`src/rtl/instr_queue.sv`:
```
// Circular instruction FIFO between fetch and dispatch; each entry carries its PC.
// Optional combinational empty-queue bypass is enabled by defining IQ_BYPASS_EN.
module instr_queue #(
  parameter int DEPTH = 8,
  parameter int XLEN  = 32
) (
  input  logic                     clk_in,
  input  logic                     rst_n_in,
  input  logic                     iq_valid,
  input  logic [XLEN-1:0]          instruction,
  input  logic [XLEN-1:0]          pc_in,
  output logic                     iq_ready,
  input  logic                     flush_in,
  input  logic                     dispatch_ready_in,
  output logic                     inst_valid_out,
  output logic [XLEN-1:0]          inst_out,
  output logic [XLEN-1:0]          pc_out,
  output logic [$clog2(DEPTH):0]   count_out
);

  localparam int AW = $clog2(DEPTH);
  localparam logic [AW:0]   FULL  = (AW+1)'(DEPTH);
  localparam logic [AW:0]   C_ONE = (AW+1)'(1);
  localparam logic [AW-1:0] P_ONE = AW'(1);

  logic [AW-1:0]   r_head;
  logic [AW-1:0]   r_tail;
  logic [AW:0]     r_count;
  logic [XLEN-1:0] r_inst_mem [DEPTH];
  logic [XLEN-1:0] r_pc_mem   [DEPTH];

  logic w_empty;
  logic w_full;
  logic w_enq;
  logic w_deq;

  assign w_empty   = (r_count == '0);
  assign w_full    = (r_count == FULL);
  assign w_deq     = !w_empty && dispatch_ready_in;
  assign iq_ready  = !w_full;
  assign count_out = r_count;

`ifdef IQ_BYPASS_EN
  logic w_bypass;
  assign w_bypass       = w_empty && iq_valid && !flush_in;
  assign inst_valid_out = !w_empty || w_bypass;
  // A bypassed instruction taken by dispatch the same cycle never touches storage.
  assign w_enq          = iq_valid && !w_full && !(w_bypass && dispatch_ready_in);

  always_comb begin
    inst_out = '0;
    pc_out   = '0;
    if (!w_empty) begin
      inst_out = r_inst_mem[r_head];
      pc_out   = r_pc_mem[r_head];
    end else if (w_bypass) begin
      inst_out = instruction;
      pc_out   = pc_in;
    end
  end
`else
  assign inst_valid_out = !w_empty;
  assign w_enq          = iq_valid && !w_full;

  always_comb begin
    inst_out = '0;
    pc_out   = '0;
    if (!w_empty) begin
      inst_out = r_inst_mem[r_head];
      pc_out   = r_pc_mem[r_head];
    end
  end
`endif

  always_ff @(posedge clk_in or negedge rst_n_in) begin
    if (!rst_n_in) begin
      r_head  <= '0;
      r_tail  <= '0;
      r_count <= '0;
    end else if (flush_in) begin
      r_head  <= '0;
      r_tail  <= '0;
      r_count <= '0;
    end else begin
      if (w_enq) r_tail <= r_tail + P_ONE;
      if (w_deq) r_head <= r_head + P_ONE;
      if (w_enq && !w_deq)      r_count <= r_count + C_ONE;
      else if (!w_enq && w_deq) r_count <= r_count - C_ONE;
    end
  end

  // Storage is deliberately unreset; outputs are masked while empty.
  always_ff @(posedge clk_in) begin
    if (w_enq && !flush_in) begin
      r_inst_mem[r_tail] <= instruction;
      r_pc_mem[r_tail]   <= pc_in;
    end
  end

endmodule

```
`config.mk`:
```
export PLATFORM = sky130hd
export DESIGN_NAME = instr_queue
export DESIGN_NICKNAME = d
export VERILOG_FILES = /design/src/rtl/instr_queue.sv
export SDC_FILE = /design/constraint.sdc
export NUM_CORES = 1
export LEC_CHECK = 0
export ABC_AREA = 1
export BUFFER_PORTS_ARGS = -buffer_cell sky130_fd_sc_hd__buf_2
export CORE_ASPECT_RATIO = 1.1
export CORE_UTILIZATION = 60
export CTS_CLUSTER_SIZE = 8
export DETAILED_ROUTE_END_ITERATION = 8
export MAX_ROUTING_LAYER = met4
export PLACE_DENSITY = 0.89
export SYNTH_ARGS = -nofsm -noshare
export SYNTH_HDL_FRONTEND = slang
export SYNTH_SLANG_ARGS = --single-unit
```
`constraint.sdc`:
```
create_clock -name clk_in -period 6.1 [get_ports clk_in]
set_input_delay 0.915 -clock clk_in [delete_from_list [all_inputs] [get_ports clk_in]]
set_output_delay 0.915 -clock clk_in [all_outputs]
set_load 0.02 [all_outputs]
```
==> reports/results.tsv <==
metric	value	unit
setup slack, reg-to-reg	2.87	ns
worst r2r src	count_out[1]	
Comb power frac	25.4	%
top_reg_cell synth	edfxtp_1	
Switching Fraction	32.0	%
TritonCTS buffer count	75	
Critical Path End	pc_out[29]	
sequential fraction of design power	39.8	%
worst slew pin tran	1.40	ns
Post-Syn Area	0.0206	mm2
Max-Cap Viols	0	
FILL cells	2063	
Worst path slowest cell	inv_6	
I/O Buffers	138	
path depth of the worst reg2reg path	10	
final wirelength	46700	um
Tcrit/Tclk final	69.3	%
first-pass iteration count of the detailed router	6	
Setup-failing EPs final	0	
post-layout min period	4.23	ns
Sinks on Clock Net	522	
cells after synthesis	1537	
critical path arrival	3.31	ns
post-CTS setup buffer count	0	
Fin. Hold Viols	0	
CP max stage delay	0.82	ns
vias per cell	6.21	
area grow syn2layout	14.8	%
layout cells sized above 1	15.0	%
root buf cell	clkbuf_16	
die height	196	um
synthesized net count	1611	
CP Capture Type	primary output	
Clock Skew	0.0292	ns
top cell type's share of synthesized area	74.5	%
Total GRT Usage	27.7	%
Psw	3.35	mW
count leader, synth	edfxtp_1	
Worst EP required	5.18	ns
initial cell density of the core	61.5	%
PwrDens	442	mW/mm2
vias in the first global route	13500	
core footprint	0.0335	mm2
io pins	139	
max-slew violations	0	
outcome	finished clean	
Gates resized, CTS repair	0	
Post-synth ARST share	1.92	%
Int Power	7.11	mW
total grt overflow	0	
cell area after layout	0.0237	mm2
nets	1746	
Avg WL per Cell	22.0	um
Vias	13200	
Layout Utilization	70.6	%
post-synth top area cell	edfxtp_1	
GP Congestion	0.810	
Die W	179	um
Clock Latency Late Sink	0.59	ns
total power	10.5	mW
H-tree depth reported by CTS	3	
Max Buffers Root-to-Sink	3	
ANT nets after route	0	
Hold Crit Class	in2async	
RSZ-0062 raised after global routing	false	
# hold bufs at CTS	0	
FMAX	0.237	GHz
starting DRC count in detailed routing	1716	
detailed placer's ending HPWL	23800	um
Pleak	8.10	nW
Syn. warnings	0	
sequential area share after synthesis	75.7	%
R2R Path End	count_out[3]	
syn avg cell area	13.4	um2
initial antenna violation count	4	
DP Area	0.0216	mm2
largest net degree at the start of global routing	258	
CP Class	reg2out	
Setup crit start	r_head[0]	
clock network power share	34.8	%
clock slew at reported path FFs	0.05	ns
library cells used by synthesis	24	
Slew HR	6.33	%
first-pass GRT wire length	71000	um
worst path cell trace	inv_6 -> buf_4 -> nor2_1 -> o21ai_0 -> o21ai_0 -> nor2_1 -> buf_2	
CP max FO	157	
maximum vdd drop	0.364	mV
Post-synth EDFFs	512	
WHS	0.202	ns
total negative setup slack	0	ns
FP Rows	70	
type of origin of the critical path	flop	
CTS tree	yes	
number of remaining DRC errors	0	
die area	0.0351	mm2
Area contributors post-synth	edfxtp_1 (75%), nor2_1 (7.2%), o21ai_0 (6.8%)	
post-synthesis register bit count	522	
Commonest cells post-synth	edfxtp_1 (512), nor2_1 (395), o21ai_0 (282)	
==> registers in the layout, indices dropped and copies added, names as in the netlist <==
register / cells
count_out: 4
r_head: 3
r_inst_mem: 256
r_pc_mem: 256
r_tail: 3
==> worst min-delay path by stage <==
stage / slack (ns) / end / startpoint
6_report: 0.20 / count_out[3] / rst_n_in
5_1_grt: 0.20 / r_tail[2] / rst_n_in
4_1_cts: 0.19 / count_out[3] / rst_n_in
3_5_place_dp: 0.57 / count_out[1] / count_out[1]
3_3_place_gp: 0.56 / count_out[3] / count_out[3]
2_1_floorplan: 0.55 / r_tail[0] / r_tail[0]
==> critical path, delay by kind of cell (launching register included) <==
kind	cells	cell delay (ns)
flops	1	0.51
simple gates	2	0.25
compound gates	2	0.36
buf+inv	3	1.53
==> layout by cell type, fill, tap and decap left out, types with 4 or more instances in the layout <==
master     Yosys  layout
a21oi_1        7       7
buf_12         4       4
buf_2         11     138
buf_4         10      15
clkbuf_1      65      13
clkbuf_16      0      77
dfrtp_1       10       7
diode_2        0       5
edfxtp_1     512     512
ha_1           4       4
inv_1         14      13
inv_6          0       4
mux2i_1       64      64
nand2_1       29      28
nand3_1        7       7
nor2_1       395     387
nor2_4         0       8
o21ai_0      282     282
o21ai_1       44      44
o22ai_1       64      64
==> cells by family (layout without fill, tap and decap cells) <==
group	Yosys count	count (layout)	share of synthesized area, %
and+or+nand+nor	431	431	7.88
buffers and inverters	114	268	2.77
AOI/OAI and AO/OA	400	400	10.1
muxes	64	64	3.11
other	0	5	0
DFF	522	522	75.7
xor gates and xnor gates	1	1	0.0425
adders and majority gates	5	5	0.340
==> routing by layer <==
metal | routed length [um] | GRT usage, % | share of wire, %
met4 | 1450 | 12.6 | 3.1
met2 | 24300 | 45.8 | 52
met5 | 0 | - | 0
met3 | 3750 | 5.11 | 8.0
met1 | 17200 | 33.0 | 37
==> layout make-up <==
type                            instances  area, um2  area share (%)
Sequential cell                       522      15600            66.0
Multi-Input combinational cell        901       4500            19.0
Clock buffer                           90       1980            8.34
Timing Repair Buffer                  157        883            3.73
Tap cell                              432        541            2.28
Clock inverter                          6       67.6           0.285
Inverter                               15       61.3           0.259
Antenna cell                            5       12.5          0.0528
==> power by group through the flow <==
stage | Combinational (mW) | Clock [mW] | Sequential (mW)
after floorplan | 1.86 | 0 | 4.19
after global placement | 2.52 | 0 | 4.21
after detailed placement | 2.61 | 0 | 4.22
after CTS | 2.64 | 3.69 | 4.16
after global routing | 2.90 | 3.84 | 4.17
final | 2.66 | 3.64 | 4.16
==> through the flow <==
stage	cells	setup slack [ns]
after floorplan	1537	1.50
after global placement	2027	2.60
after detailed placement	2027	2.54
after CTS	2123	1.93
after global routing	2127	1.67
final	2128	1.87
No activity file was read; power rests on OpenSTA's default activity.
